## config.mk

```make
export PLATFORM = sky130hd
export DESIGN_NAME = pmem_arbiter
export DESIGN_NICKNAME = d
export VERILOG_FILES = /design/src/rtl/pmem_arbiter_pkg.sv /design/src/rtl/pmem_arbiter_rr_grant.sv /design/src/rtl/pmem_arbiter.sv
export SDC_FILE = /design/constraint.sdc
export NUM_CORES = 1
export LEC_CHECK = 0
export CAP_MARGIN = 30
export CORE_AREA = 2 2 392 394
export DETAILED_ROUTE_END_ITERATION = 10
export DIE_AREA = 0 0 394 396
export PLACE_DENSITY = 0.36
export SLEW_MARGIN = 20
export SYNTH_ARGS = -nofsm -noshare
export SYNTH_HDL_FRONTEND = slang
export SYNTH_SLANG_ARGS = --single-unit
```

## constraint.sdc

```tcl
create_clock -name clk -period 14.4 [get_ports clk]
set_input_delay 1.44 -clock clk [delete_from_list [all_inputs] [get_ports clk]]
set_output_delay 1.44 -clock clk [all_outputs]
set_load 0.005 [all_outputs]
```

## src/rtl/pmem_arbiter_pkg.sv

```systemverilog
// Shared types for the physical-memory arbiter.
package arb_types;

  typedef enum logic [1:0] {
    IDLE,
    READ,
    WRITE,
    DONE
  } arb_state_t;

  // Width of an index over n items, never narrower than one bit.
  function automatic int unsigned idx_width(input int unsigned n);
    return (n <= 1) ? 1 : $clog2(n);
  endfunction

endpackage

```

## src/rtl/pmem_arbiter_rr_grant.sv

```systemverilog
// Combinational grant selector: round-robin from a pointer, or lowest index first.
module rr_grant #(
  parameter int unsigned NUM_CH = 2,
  parameter int unsigned IDX_W  = 1
) (
  input  logic [NUM_CH-1:0] req,
  input  logic [IDX_W-1:0]  ptr,
  input  logic              rr_mode,
  output logic [NUM_CH-1:0] grant,
  output logic [IDX_W-1:0]  index,
  output logic              valid
);

  int unsigned cand;
  logic [IDX_W-1:0] cand_idx;

  // Walk the channels in search order and take the first requester found.
  always_comb begin
    grant    = '0;
    index    = '0;
    valid    = 1'b0;
    cand     = 0;
    cand_idx = '0;
    for (int unsigned i = 0; i < NUM_CH; i++) begin
      cand     = rr_mode ? ((32'(ptr) + i) % NUM_CH) : i;
      cand_idx = IDX_W'(cand);
      if (!valid && req[cand_idx]) begin
        valid           = 1'b1;
        index           = cand_idx;
        grant[cand_idx] = 1'b1;
      end
    end
  end

endmodule

```

## src/rtl/pmem_arbiter.sv

```systemverilog
// Line-burst arbiter: grants one cache channel at a time and runs its
// whole-line read or write as a burst of beats on the physical-memory port.
module pmem_arbiter
  import arb_types::*;
#(
  parameter int unsigned NUM_CH  = 2,
  parameter int unsigned ADDR_W  = 32,
  parameter int unsigned LINE_W  = 256,
  parameter int unsigned BURST_W = 64,
  parameter int unsigned RR_MODE = 1
) (
  input  logic                           clk,
  input  logic                           rst,
  input  logic [NUM_CH-1:0]              ch_read,
  input  logic [NUM_CH-1:0]              ch_write,
  input  logic [NUM_CH-1:0][ADDR_W-1:0]  ch_address,
  input  logic [NUM_CH-1:0][LINE_W-1:0]  ch_wdata,
  output logic [NUM_CH-1:0]              ch_resp,
  output logic [LINE_W-1:0]              ch_rdata,
  output logic                           pmem_read,
  output logic                           pmem_write,
  output logic [ADDR_W-1:0]              pmem_address,
  output logic [BURST_W-1:0]             pmem_wdata,
  input  logic [BURST_W-1:0]             pmem_rdata,
  input  logic                           pmem_resp
);

  localparam int unsigned BEATS  = LINE_W / BURST_W;
  localparam int unsigned IDX_W  = idx_width(NUM_CH);
  localparam int unsigned BEAT_W = idx_width(BEATS);
  localparam int unsigned OFF_W  = $clog2(LINE_W / 8);
  localparam logic [BEAT_W-1:0] LAST_BEAT  = BEAT_W'(BEATS - 1);
  localparam logic [ADDR_W-1:0] ALIGN_MASK = ~ADDR_W'((64'd1 << OFF_W) - 64'd1);
  localparam logic [IDX_W-1:0]  LAST_CH    = IDX_W'(NUM_CH - 1);

  arb_state_t state, state_next;

  logic [NUM_CH-1:0]              req;
  logic [NUM_CH-1:0]              win_onehot;
  logic [IDX_W-1:0]               win_idx;
  logic                           win_valid;
  logic [IDX_W-1:0]               rr_ptr;
  logic [NUM_CH-1:0]              grant_oh;
  logic [ADDR_W-1:0]              addr_q;
  logic [BEATS-1:0][BURST_W-1:0]  line_q;
  logic [BEAT_W-1:0]              beat_cnt;
  logic                           take_grant;
  logic                           beat_done;

  assign req        = ch_read | ch_write;
  assign take_grant = (state == IDLE) && win_valid;
  assign beat_done  = pmem_resp && ((state == READ) || (state == WRITE));

  rr_grant #(
    .NUM_CH (NUM_CH),
    .IDX_W  (IDX_W)
  ) u_rr_grant (
    .req     (req),
    .ptr     (rr_ptr),
    .rr_mode (RR_MODE != 0),
    .grant   (win_onehot),
    .index   (win_idx),
    .valid   (win_valid)
  );

  // State register.
  always_ff @(posedge clk or posedge rst) begin
    if (rst) begin
      state <= IDLE;
    end else begin
      state <= state_next;
    end
  end

  // Next-state: arbitrate in IDLE, count beats, one-cycle DONE.
  always_comb begin
    state_next = state;
    unique case (state)
      IDLE: begin
        if (win_valid) begin
          state_next = ch_write[win_idx] ? WRITE : READ;
        end
      end
      READ, WRITE: begin
        if (beat_done && (beat_cnt == LAST_BEAT)) begin
          state_next = DONE;
        end
      end
      DONE:    state_next = IDLE;
      default: state_next = IDLE;
    endcase
  end

  // Burst datapath: the line buffer carries the write line out and the read
  // line back in, so one register serves both directions.
  always_ff @(posedge clk or posedge rst) begin
    if (rst) begin
      addr_q   <= '0;
      line_q   <= '0;
      beat_cnt <= '0;
      grant_oh <= '0;
      rr_ptr   <= '0;
    end else begin
      if (take_grant) begin
        addr_q   <= ch_address[win_idx] & ALIGN_MASK;
        line_q   <= ch_wdata[win_idx];
        beat_cnt <= '0;
        grant_oh <= win_onehot;
        if (RR_MODE != 0) begin
          rr_ptr <= (win_idx == LAST_CH) ? '0 : win_idx + 1'b1;
        end
      end
      if (beat_done) begin
        if (state == READ) begin
          line_q[beat_cnt] <= pmem_rdata;
        end
        beat_cnt <= beat_cnt + 1'b1;
      end
    end
  end

  // Outputs decoded from registered state only.
  always_comb begin
    pmem_read    = (state == READ);
    pmem_write   = (state == WRITE);
    pmem_address = addr_q;
    pmem_wdata   = (state == WRITE) ? line_q[beat_cnt] : '0;
    ch_resp      = (state == DONE) ? grant_oh : '0;
    ch_rdata     = line_q;
  end

endmodule

```

Yosys cells after proc, flatten, opt, wreduce, memory -nomap -nowiden
Index checks and enable logic that the tools add are counted.

Word-level logic and storage cells: 77. Output and inout port bits: 356. Bits of input ports: 647. Register bits: 290.

Reduce and logical (&&, ||, !) cells: 13. Order comparisons: 7. Eq/ne operators: 6. Muxes and demuxes: 37. Bitwise logic cells: 2. $add $sub $neg: 3.

Operators with widths (number): 2-to-1 mux 256 bit (5); bitwise mux 256 bit (1); 2-to-1 mux 64 bit (3); binary-select mux 64 bit (select 2 bit) (1); demux 64 bit (select 2 bit) (1); 2-to-1 mux 32 bit (2); 2-to-1 mux 2 bit (8); 2-to-1 mux 1 bit (13); logical AND 1 bit (7); == test 2 bit, second input constant (3); < comparator 1 x 2 -> 1 bit, second input constant (3); case mux 2 bit (3 select lines) (1); inequality test 2 bit, second input constant (2); OR 2 bit (2); < comparator 2 x 3 -> 1 bit, second input constant (1); adder 1 bit, second input constant (2); adder 2 x 1 -> 2 bit, second input constant (1); demux 1 bit (select 1 bit) (2); == test 2 x 1 -> 1 bit, second input constant (1); >= comparator 1 bit, second input constant (2); >= comparator 2 x 1 -> 1 bit, second input constant (1); zero test 2 bit (1); AND reduction 2 bit (1); nonzero test 2 bit (1); 3 further kinds (3).

Longest topological paths before layout
Gate-level depths: netlist (run 1).

Word-level depth: 13. Mapped depth: 10. Gate-level depth less buffers: 6.

By module
Synthesis (run 1) repeated with hierarchy kept, for this count alone.

Cells, all modules: 2041. Area total of the unflattened synthesis: 18002.3 um2.

Modules (own cells, without submodules): pmem_arbiter (instances 1, cells an instance 2035, seq. area each 7257.0 um2, area an instance 17967.2 um2); rr_grant (instances 1, cells an instance 6, seq. area each 0.0 um2, area an instance 35.0 um2).

Worst setup path after synthesis (run 1)
Ideal clock, no wire load.

Path type: register to output. Start point: register beat_cnt[0]. End point: output pmem_wdata[36]. Required time: 12.960 ns. Cell stages (with the launch flop): 6. Buffers on the path: 3. Path slack: 11.284 ns. Data arrival time: 1.676 ns. Cells stage by stage: dfrtp_1 -> clkbuf_1 -> buf_4 -> buf_2 -> mux4_2 -> and2_1.

Cells in the longest elaborated chain, start to end: 3.

RTL lines: from (decl) (line pmem_arbiter.sv:46) `logic [BEAT_W-1:0] beat_cnt;`; from (signal assigned) (line pmem_arbiter.sv:117) `beat_cnt <= beat_cnt + 1'b1;`; binary-select mux 64 bit (select 2 bit) (line pmem_arbiter.sv:127) `pmem_wdata = (state == WRITE) ? line_q[beat_cnt] : '0;`; 2-to-1 mux 64 bit (implied by the code) (line pmem_arbiter.sv:127); 2-to-1 mux 64 bit (line pmem_arbiter.sv:127); to (decl) (line pmem_arbiter.sv:23) `output logic [BURST_W-1:0] pmem_wdata,`.

Every way passes these cells. The select of a mux whose other input is x is not followed.

Worst setup path after layout (run 1)
Start point: register beat_cnt[1]. End point: output pmem_wdata[49].

The elaborated chain is that of the path after synthesis.

==> results of run 1 <==
==> how the worst min path moves through the flow <==
stage / endpoint / slack (ns)
2_1_floorplan: grant_oh[1]$_DFFE_PP0N_ / 0.44
3_3_place_gp: grant_oh[0]$_DFFE_PP0N_ / 0.45
3_5_place_dp: grant_oh[0]$_DFFE_PP0N_ / 0.46
4_1_cts: grant_oh[0]$_DFFE_PP0N_ / 0.47
5_1_grt: grant_oh[0]$_DFFE_PP0N_ / 0.49
6_report: grant_oh[0]$_DFFE_PP0N_ / 0.47
==> cells by family (layout without fill, tap and decap cells) <==
| logic type | count (synthesis) | after routing | synth area share (%) |
|---|---|---|---|
| and+or+nand+nor | 626 | 626 | 15.60 |
| AOI/OAI and AO/OA | 552 | 552 | 23.27 |
| DFF | 290 | 290 | 44.23 |
| buffers and inverters | 184 | 1102 | 5.826 |
| muxes | 90 | 90 | 10.37 |
| adders and majority gates | 9 | 9 | 0.6863 |
| other | 1 | 10 | 0.02285 |
==> flip-flops by register name, summed over array words and instances, names as in the netlist <==
register,count
grant_oh,2
pmem_address,27
beat_cnt,2
ch_rdata,256
state,2
rr_ptr,1
==> final cells by class <==
type	instances	area, sq um
Multi-Input combinational cell	1282	8284
Inverter	8	37.54
Sequential cell	290	7264
Antenna cell	5	12.51
Fill cell	16830	121800
Timing Repair Buffer	1020	10200
Tap cell	2030	2540
Clock inverter	11	127.6
Clock buffer	63	1260
==> cell usage in the layout (no fill, tap or decap), types with 5 or more instances in the layout <==
cell type	instances
clkdlybuf4s50_1	987
nand2_1	289
dfrtp_1	288
nor2_1	256
a22oi_1	192
a31oi_1	192
and2_1	66
a21oi_1	65
mux4_2	64
a221oi_1	54
clkbuf_16	42
o21ai_0	29
buf_4	28
mux2i_1	26
clkbuf_8	13
a221oi_2	10
ha_1	8
clkbuf_1	8
inv_1	6
diode_2	5
conb_1	5
clkinv_2	5
==> metal layers <==
layer / vias to the layer above / track usage, % / part of all wire (%)
met5: - / 0 / 0.051
met4: 10 / 3.996 / 2.5
met1: 9022 / 17.94 / 41
met2: 783 / 26.07 / 50
li1: 8244 / - / -
met3: 132 / 3.974 / 6.9
==> power groups by stage <==
stage	Sequential, mW	Clock (mW)	Combinational (mW)
6_report	1.70	1.08	3.38
5_1_grt	1.76	1.16	3.66
4_1_cts	1.71	1.13	3.49
3_5_place_dp	1.72	0	3.47
3_3_place_gp	1.71	0	3.47
2_1_floorplan	1.54	0	1.55
==> critical path, stage by stage, from the launching register on <==
cell	delay, ns
dfrtp_4	0.84
buf_4	0.70
mux4_2	0.48
and2_1	0.20
clkdlybuf4s50_1	0.58
==> results.json, run 1 <==
{
  "run_status": "complete, no violations",
  "numCtsBuffers": 42,
  "p_switching_mw": 2.583,
  "seq_area_frac_synth_pct": 44.23,
  "grt_pass1_wl_mm": 163.2,
  "clk_path_buf_depth": 3,
  "final_layout_size_suffix_gt1_share_pct": 7.031,
  "final_antenna_net_count": 0,
  "power_mw": 6.171,
  "cp-start-kind": "flop",
  "vias_per_cell": 3.863,
  "synth-main-ff-cell": "dfrtp_1",
  "crit_path_max_fanout": 37,
  "clock_sinks": 290,
  "required_ns": 12.96,
  "dr.first_iter.drc_count": 1235,
  "finalCritPeriodShare_pct": 34.35,
  "worstReg2RegStart": "state[0]$_DFFE_PP0P_",
  "fmax_mhz": 202.2,
  "crit_type": "flop to primary output",
  "post_cts_resized": 0,
  "min-delay-start": "grant_oh[0]$_DFFE_PP0N_",
  "drv_slew": 0,
  "cp-end-kind": "primary output",
  "clock_latency_ns": 0.61,
  "ctsHoldBuffers": 0,
  "fin_ws_ns": 9.454,
  "clockPowerShare_pct": 17.6,
  "clk_pin_slew_worst_paths_ns": 0.06,
  "port_buffers": 987,
  "share_seq_of_total_power_pct": 27.6,
  "fin_area_sq_um": 29730,
  "rsz0062_at_grt": "no",
  "die_height_um": 396,
  "synth_most_common_cell": "nand2_1",
  "hold_path.class": "flop to flop",
  "synth_edf_count": 0,
  "crit_end": "pmem_wdata[49]",
  "tns_ns": 0,
  "cts_root_buf": "clkbuf_16",
  "cts_tree": "built",
  "drc": 0,
  "grt_max_degree": 135,
  "ir_drop_v": 0.0001825,
  "synth.area.top_cells": "dfrtp_1 44%, a22oi_1 8.8%, mux4_2 8.8%, a31oi_1 7.3%, nand2_1 6.7%",
  "dpl-instance-area_sq_um": 28300,
  "setup_viol": 0,
  "hold_path_depth": 1,
  "track_usage_pct": 14.91,
  "post-route-util_pct": 19.62,
  "grt_pass1_vias": 18820,
  "avgSynthCellArea_sq_um": 9.365,
  "wl_per_cell_um": 25.72,
  "tightestPinTransition_ns": 1.182,
  "synth_common_cells": "292 x nand2_1, 290 x dfrtp_1, 257 x nor2_1",
  "finalClockSkew_ns": 0.02024,
  "synth_top_area_cell": "dfrtp_1",
  "cp-startpoint": "beat_cnt[1]$_DFFE_PP0P_",
  "fin_cells": 4709,
  "reg2reg_slack_ns": 10.61,
  "comb_power_share_pct": 54.9,
  "rows": 143,
  "yosys.cell_types.count": 38,
  "cap_viol_max_count": 0,
  "place_congestion": 0.8101,
  "fin_crit_ns": 4.946,
  "start_util_pct": 10.83,
  "overflow": 0,
  "drt_wl_total_mm": 121.1,
  "synth_warnings": 0,
  "syn_to_final_growth_pct": 81.20,
  "whs_ns": 0.4707,
  "rr_endpoint": "ch_rdata[113]$_DFF_PP0_",
  "hold_violations": 0,
  "ys_seq_elements": 290,
  "async_flop_share_pct": 100.0,
  "leakagePower_nw": 11.21,
  "antenna_found_initial": 20,
  "vias": 18190,
  "critical_path_arrival_ns": 3.51,
  "die_x_um": 394,
  "dr.pass1.iters": 5,
  "synth_area_sq_um": 16410,
  "die-area_sq_um": 156000,
  "netlist.area_leader.share_pct": 44.23,
  "rr_worst_depth": 9,
  "swShare_pct": 41.86,
  "syn_inst": 1752,
  "place_inst": 4629,
  "io_pins": 1003,
  "powerDensity_nw_per_um2": 207.5,
  "core_sq_um": 151500,
  "dp_slack_ns": 8.872,
  "relSlewSlack_pct": 21.17,
  "place_hpwl_mm": 91.95,
  "p_int_mw": 3.588,
  "htree_num_levels": 2,
  "cts_setup_buffers": 0,
  "nets": 3300
}
(Power assumes the default switching activity.)
==> run 2: changes to the inputs <==
--- a/config.mk
+++ b/config.mk
@@ -6,9 +6,9 @@
 export NUM_CORES = 1
 export LEC_CHECK = 0
 export CAP_MARGIN = 30
-export CORE_AREA = 2 2 392 394
+export CORE_AREA = 2 2 390 392
 export DETAILED_ROUTE_END_ITERATION = 10
-export DIE_AREA = 0 0 394 396
+export DIE_AREA = 0 0 392 394
 export PLACE_DENSITY = 0.36
 export SLEW_MARGIN = 20
 export SYNTH_ARGS = -nofsm -noshare
==> constraint.sdc (replaced) <==
create_clock -name clk -period 4.6 [get_ports clk]
set_input_delay 0.46 -clock clk [delete_from_list [all_inputs] [get_ports clk]]
set_output_delay 0.46 -clock clk [all_outputs]
set_load 0.005 [all_outputs]
==> run 2 against run 1 <==
Against the previous run:
- power grew to 3.2 times the previous value
- core utilization is 0.34 points higher
- register-to-register slack worse by 8.7 ns
- worst setup slack worse by 8.4 ns
- combinational power grew to 3.2 times the previous value
- sequential share of layout area is 0.27 points lower
- clock power grew to 3.1 times the previous value
- critical path depth stayed put
- die area is 1.0% lower
- first-iteration DRC count is 4.8% higher
- critical path type unchanged
- critical endpoint is now pmem_wdata[48]
==> results.json, run 2 (synthesized netlist as in run 1, its figures left out) <==
{
  "overflow": 0,
  "dp_slack_ns": 1.477,
  "clk_path_buf_depth": 3,
  "htree_num_levels": 2,
  "place_inst": 4663,
  "fillers": 16820,
  "drt_wl_total_mm": 122.9,
  "tightestPinTransition_ns": 0.8885,
  "path_buf_inv": 2,
  "post_cts_resized": 0,
  "mostFrequentLayoutCells": "987 x clkdlybuf4s50_1, 289 x nand2_1, 288 x dfrtp_1",
  "fin_area_sq_um": 30060,
  "io_pins": 1003,
  "fin_crit_ns": 3.589,
  "setup_viol": 0,
  "final_antenna_net_count": 0,
  "required_ns": 4.14,
  "dr.pass1.iters": 5,
  "cp-start-kind": "flop",
  "worstPathCellList": "buf_4, mux4_2, and2_1, clkdlybuf4s50_1",
  "vias": 18480,
  "numCtsBuffers": 42,
  "cts_setup_buffers": 0,
  "antenna_found_initial": 20,
  "tns_ns": 0,
  "crit_path_max_fanout": 17,
  "drc": 0,
  "ir_drop_v": 0.0004049,
  "ctsHoldBuffers": 0,
  "final_layout_size_suffix_gt1_share_pct": 7.880,
  "place_hpwl_mm": 96.06,
  "dr.first_iter.drc_count": 1294,
  "die-area_sq_um": 154400,
  "clock_sinks": 290,
  "fin_cells": 4739,
  "powerDensity_nw_per_um2": 648.3,
  "grt_pass1_vias": 18940,
  "fmax_mhz": 278.6,
  "cap_viol_max_count": 0,
  "hold_violations": 0,
  "rsz0062_at_grt": "no",
  "port_buffers": 987,
  "die_height_um": 394,
  "run_status": "complete, no violations",
  "leakagePower_nw": 11.39,
  "relSlewSlack_pct": 40.77,
  "crit_path_max_incr_delay_ns": 0.67,
  "finalClockSkew_ns": 0.02035,
  "grt_pass1_wl_mm": 164.2,
  "cpMaxStageDelayCell": "mux4_2",
  "die_x_um": 392,
  "cp-end-kind": "primary output",
  "core_sq_um": 150700,
  "hold_path.class": "input port to async pin",
  "place_congestion": 0.8410,
  "clock_latency_ns": 0.59,
  "finalCritPeriodShare_pct": 78.02,
  "syn_to_final_growth_pct": 83.21,
  "cts_root_buf": "clkbuf_16",
  "critical_path_arrival_ns": 3.13,
  "grt_max_degree": 103,
  "largest_register_ffs": 256,
  "critPathTopFamily": "buffers and inverters",
  "track_usage_pct": 15.30,
  "wl_per_cell_um": 25.94,
  "clk_pin_slew_worst_paths_ns": 0.06,
  "vias_per_cell": 3.899,
  "dpl-instance-area_sq_um": 28720,
  "cts_tree": "built",
  "rows": 143,
  "nets": 3333,
  "drv_slew": 0,
  "start_util_pct": 10.89,
  "final_common_cell": "clkdlybuf4s50_1",
  "fin_ws_ns": 1.011,
  "crit_type": "flop to primary output"
}
==> run 2: cell types whose count changed in the layout (fill, tap and decap cells not counted), moves of 2 or more <==
cell,before,now
clkbuf_8,13,8
clkbuf_1,8,12
buf_12,3,18
clkinv_2,5,3
buf_4,28,48
buf_16,2,0
==> run 2: power breakdown <==
part           switching, mW  internal, mW  total (mW)  leakage [nW]
clock network           1.35          1.94        3.30         0.650
logic                   5.32          5.56        10.9          7.19
registers               1.43          3.88        5.32          3.55
==> run 2: layout make-up <==
| class | instances | area, sq um | area share [%] |
|---|---|---|---|
| Antenna cell | 6 | 15.01 | 0.04995 |
| Sequential cell | 290 | 7264 | 24.17 |
| Clock inverter | 7 | 92.59 | 0.3080 |
| Timing Repair Buffer | 1053 | 10600 | 35.26 |
| Clock buffer | 63 | 1231 | 4.096 |
| Multi-Input combinational cell | 1282 | 8284 | 27.56 |
| Inverter | 8 | 33.78 | 0.1124 |
| Tap cell | 2030 | 2540 | 8.449 |
==> run 2: worst reg2reg max path, cell delays in order, from the launching register on <==
cell and delay [ns]:
dfrtp_4 0.74, buf_12 0.27, inv_1 0.11, ha_1 0.22
nand2_4 0.39, buf_4 0.57, nor2_1 0.10, a31oi_1 0.19
==> run 2: worst paths after layout <==
kind,slack (ns),to,cells past startpoint,startpoint
max in group asynchronous,2.91,beat_cnt[0]$_DFFE_PP0P_,3,rst
max reg2reg,1.90,ch_rdata[17]$_DFF_PP0_,7,beat_cnt[1]$_DFFE_PP0P_
min,0.37,ch_rdata[89]$_DFF_PP0_,2,rst
max,1.01,pmem_wdata[48],4,beat_cnt[0]$_DFFE_PP0P_
min reg2reg,0.47,grant_oh[0]$_DFFE_PP0N_,1,grant_oh[0]$_DFFE_PP0N_
min in group clk,0.41,ch_rdata[241]$_DFF_PP0_,3,ch_wdata[497]
==> run 2: stage by stage <==
stage / hold slack (ns) / power (mW) / util, %
after floorplan: 0.4418 / 9.663 / -
after global placement: 0.4628 / 16.48 / 19.07
after detailed placement: 0.4622 / 16.49 / 19.07
after CTS: 0.3413 / 19.95 / 19.94
after global routing: 0.3511 / 20.74 / 19.95
final: 0.3696 / 19.49 / 19.95
==> run 2: routing by layer <==
metal  wire (um)  part of all wire (%)  track usage [%]
met4        2700                   2.2            3.681
met5          81                 0.066                0
met2       60100                    49            26.45
met3        8491                   6.9            3.544
met1       51550                    42            19.04
==> run 3: changes to the inputs <==
--- a/config.mk
+++ b/config.mk
@@ -6,10 +6,10 @@
 export NUM_CORES = 1
 export LEC_CHECK = 0
 export CAP_MARGIN = 30
-export CORE_AREA = 2 2 390 392
+export CORE_AREA = 2 2 389 391
 export DETAILED_ROUTE_END_ITERATION = 10
-export DIE_AREA = 0 0 392 394
-export PLACE_DENSITY = 0.36
+export DIE_AREA = 0 0 391 393
+export PLACE_DENSITY = 0.37
 export SLEW_MARGIN = 20
 export SYNTH_ARGS = -nofsm -noshare
 export SYNTH_HDL_FRONTEND = slang
==> constraint.sdc (replaced) <==
create_clock -name clk -period 3.1 [get_ports clk]
set_input_delay 0.31 -clock clk [delete_from_list [all_inputs] [get_ports clk]]
set_output_delay 0.31 -clock clk [all_outputs]
set_load 0.005 [all_outputs]
==> run 3 against run 2 <==
Against the previous run:
- worst setup slack worse by 0.94 ns
- first-iteration DRC count grew 4.2%
- worst hold slack lost 0.29 ns
- critical endpoint is now pmem_wdata[59]
- wire length increased by 2.4%
==> results.json, run 3 (synthesized netlist as in run 1, its figures left out) <==
{
  "run_status": "complete, no violations",
  "die_height_um": 393,
  "syn_to_final_growth_pct": 88.19,
  "share_seq_of_total_power_pct": 26.5,
  "clock_latency_ns": 0.59,
  "grt_pass1_wl_mm": 163.8,
  "required_ns": 2.79,
  "place_congestion": 0.8373,
  "antenna_found_initial": 25,
  "multi_input_area_sq_um": 8284,
  "wl_per_cell_um": 26.57,
  "seq_area_sq_um": 7264,
  "drv_slew": 0,
  "worstReg2RegStart": "state[0]$_DFFE_PP0P_",
  "core_sq_um": 149200,
  "final_antenna_net_count": 0,
  "drt_wl_total_mm": 125.8,
  "nets": 3407,
  "ir_drop_v": 0.0003498,
  "cts_tree": "built",
  "hold_path.class": "input port to async pin",
  "vias": 18730,
  "mostFrequentLayoutCells": "961 x clkdlybuf4s50_1, 289 x nand2_1, 288 x dfrtp_1",
  "tns_ns": 0,
  "start_util_pct": 10.99,
  "numCtsBuffers": 43,
  "largest_register_ffs": 256,
  "swShare_pct": 41.59,
  "final_layout_size_suffix_gt1_share_pct": 10.44,
  "fin_cells": 4735,
  "dpl-instance-area_sq_um": 29260,
  "crit_type": "flop to primary output",
  "powerDensity_nw_per_um2": 972.2,
  "fillers": 16460,
  "leakagePower_nw": 12.01,
  "htree_num_levels": 2,
  "clk_path_buf_depth": 3,
  "cp-startpoint": "beat_cnt[0]$_DFFE_PP0P_",
  "die-area_sq_um": 153700,
  "comb_power_share_pct": 57.1,
  "cts_root_buf": "clkbuf_16",
  "rr_worst_depth": 6,
  "dr.pass1.iters": 5,
  "grt_max_degree": 79,
  "clockPowerShare_pct": 16.4,
  "rr_endpoint": "ch_rdata[211]$_DFF_PP0_",
  "clk_pin_slew_worst_paths_ns": 0.06,
  "finalClockSkew_ns": 0.01969,
  "relSlewSlack_pct": 54.79,
  "clock_sinks": 290,
  "crit_path_max_fanout": 11,
  "setup_viol": 0,
  "hold_violations": 0,
  "cp-end-kind": "primary output",
  "crit_end": "pmem_wdata[59]",
  "cap_viol_max_count": 0,
  "fmax_mhz": 329.8,
  "fin_area_sq_um": 30880,
  "track_usage_pct": 15.47,
  "drc": 0,
  "grt_pass1_vias": 19010,
  "rsz0062_at_grt": "no",
  "port_buffers": 987,
  "place_inst": 4636,
  "finalCritPeriodShare_pct": 97.83,
  "critical_path_arrival_ns": 2.72,
  "tightestPinTransition_ns": 0.6756,
  "p_int_mw": 17.53,
  "final_common_cell": "clkdlybuf4s50_1",
  "overflow": 0,
  "rows": 142,
  "p_switching_mw": 12.49,
  "fin_crit_ns": 3.033,
  "vias_per_cell": 3.955,
  "dr.first_iter.drc_count": 1348,
  "reg2reg_slack_ns": 0.53,
  "cp-start-kind": "flop",
  "power_mw": 30.02,
  "place_hpwl_mm": 98.52,
  "die_x_um": 391,
  "io_pins": 1003
}
-- run 3: worst min-delay path by stage --
| stage | start | to | slack [ns] | depth (start not counted) |
|---|---|---|---|---|
| after floorplan | ch_wdata[448] | ch_rdata[192]$_DFF_PP0_ | 0.44 | 2 |
| after global placement | pmem_address[15]$_DFFE_PP0N_ | pmem_address[15]$_DFFE_PP0N_ | 0.47 | 2 |
| after detailed placement | grant_oh[1]$_DFFE_PP0N_ | grant_oh[1]$_DFFE_PP0N_ | 0.46 | 1 |
| after CTS | rst | ch_rdata[42]$_DFF_PP0_ | 0.02 | 2 |
| after global routing | rst | ch_rdata[42]$_DFF_PP0_ | 0.04 | 2 |
| final | rst | ch_rdata[42]$_DFF_PP0_ | 0.08 | 2 |
-- run 3: metal layers --
layer  up-vias  wire [um]  track usage [%]
met5         -         57                0
met4        10       3063            4.345
met3       118       9778            4.125
met2       783      62560            26.76
met1      9343      50360            18.76
li1       8473          -                -
-- run 3: what timing repair did --
item | 4_1_cts | 5_1_grt
resized for setup | 32 | 1
gates cloned | 4 | 1
buffers inserted | 9 | 1
endpoints found under the setup margin | 37 | 11
hold buffers | 0 | 0
-- run 3: through the flow --
stage | utilization [%] | hold WS [ns] | setup WS [ns]
finish | 20.69 | 0.07602 | 0.06740
global route | 20.68 | 0.03795 | 0.002534
CTS | 20.66 | 0.01502 | -0.07439
floorplan | - | 0.4389 | -1.057
detailed placement | 19.60 | 0.4631 | 0.4133
global placement | 19.60 | 0.4666 | 0.4234
-- run 3: worst max-delay path, cell delays in order (launching register included) --
cell             delay (ns)
dfrtp_4                0.49
buf_12                 0.14
clkbuf_16              0.21
mux4_2                 0.57
and2_1                 0.18
clkdlybuf4s50_1        0.50
-- run 3: layout make-up --
cell class | count | area share (%)
Timing Repair Buffer | 1126 | 37.17
Tap cell | 1944 | 7.877
Antenna cell | 12 | 0.09725
Clock buffer | 64 | 4.137
Multi-Input combinational cell | 1282 | 26.83
Clock inverter | 9 | 0.2512
Inverter | 8 | 0.1094
Sequential cell | 290 | 23.53
-- run 3: power groups by stage --
stage                     Combinational (mW)  Sequential, mW  Clock [mW]
final                                   17.1            7.96        4.93
after global routing                    18.4            8.16        5.26
after CTS                               17.6            7.93        5.13
after detailed placement                17.2            7.98           0
after global placement                  17.2            7.96           0
after floorplan                         7.19            7.15           0
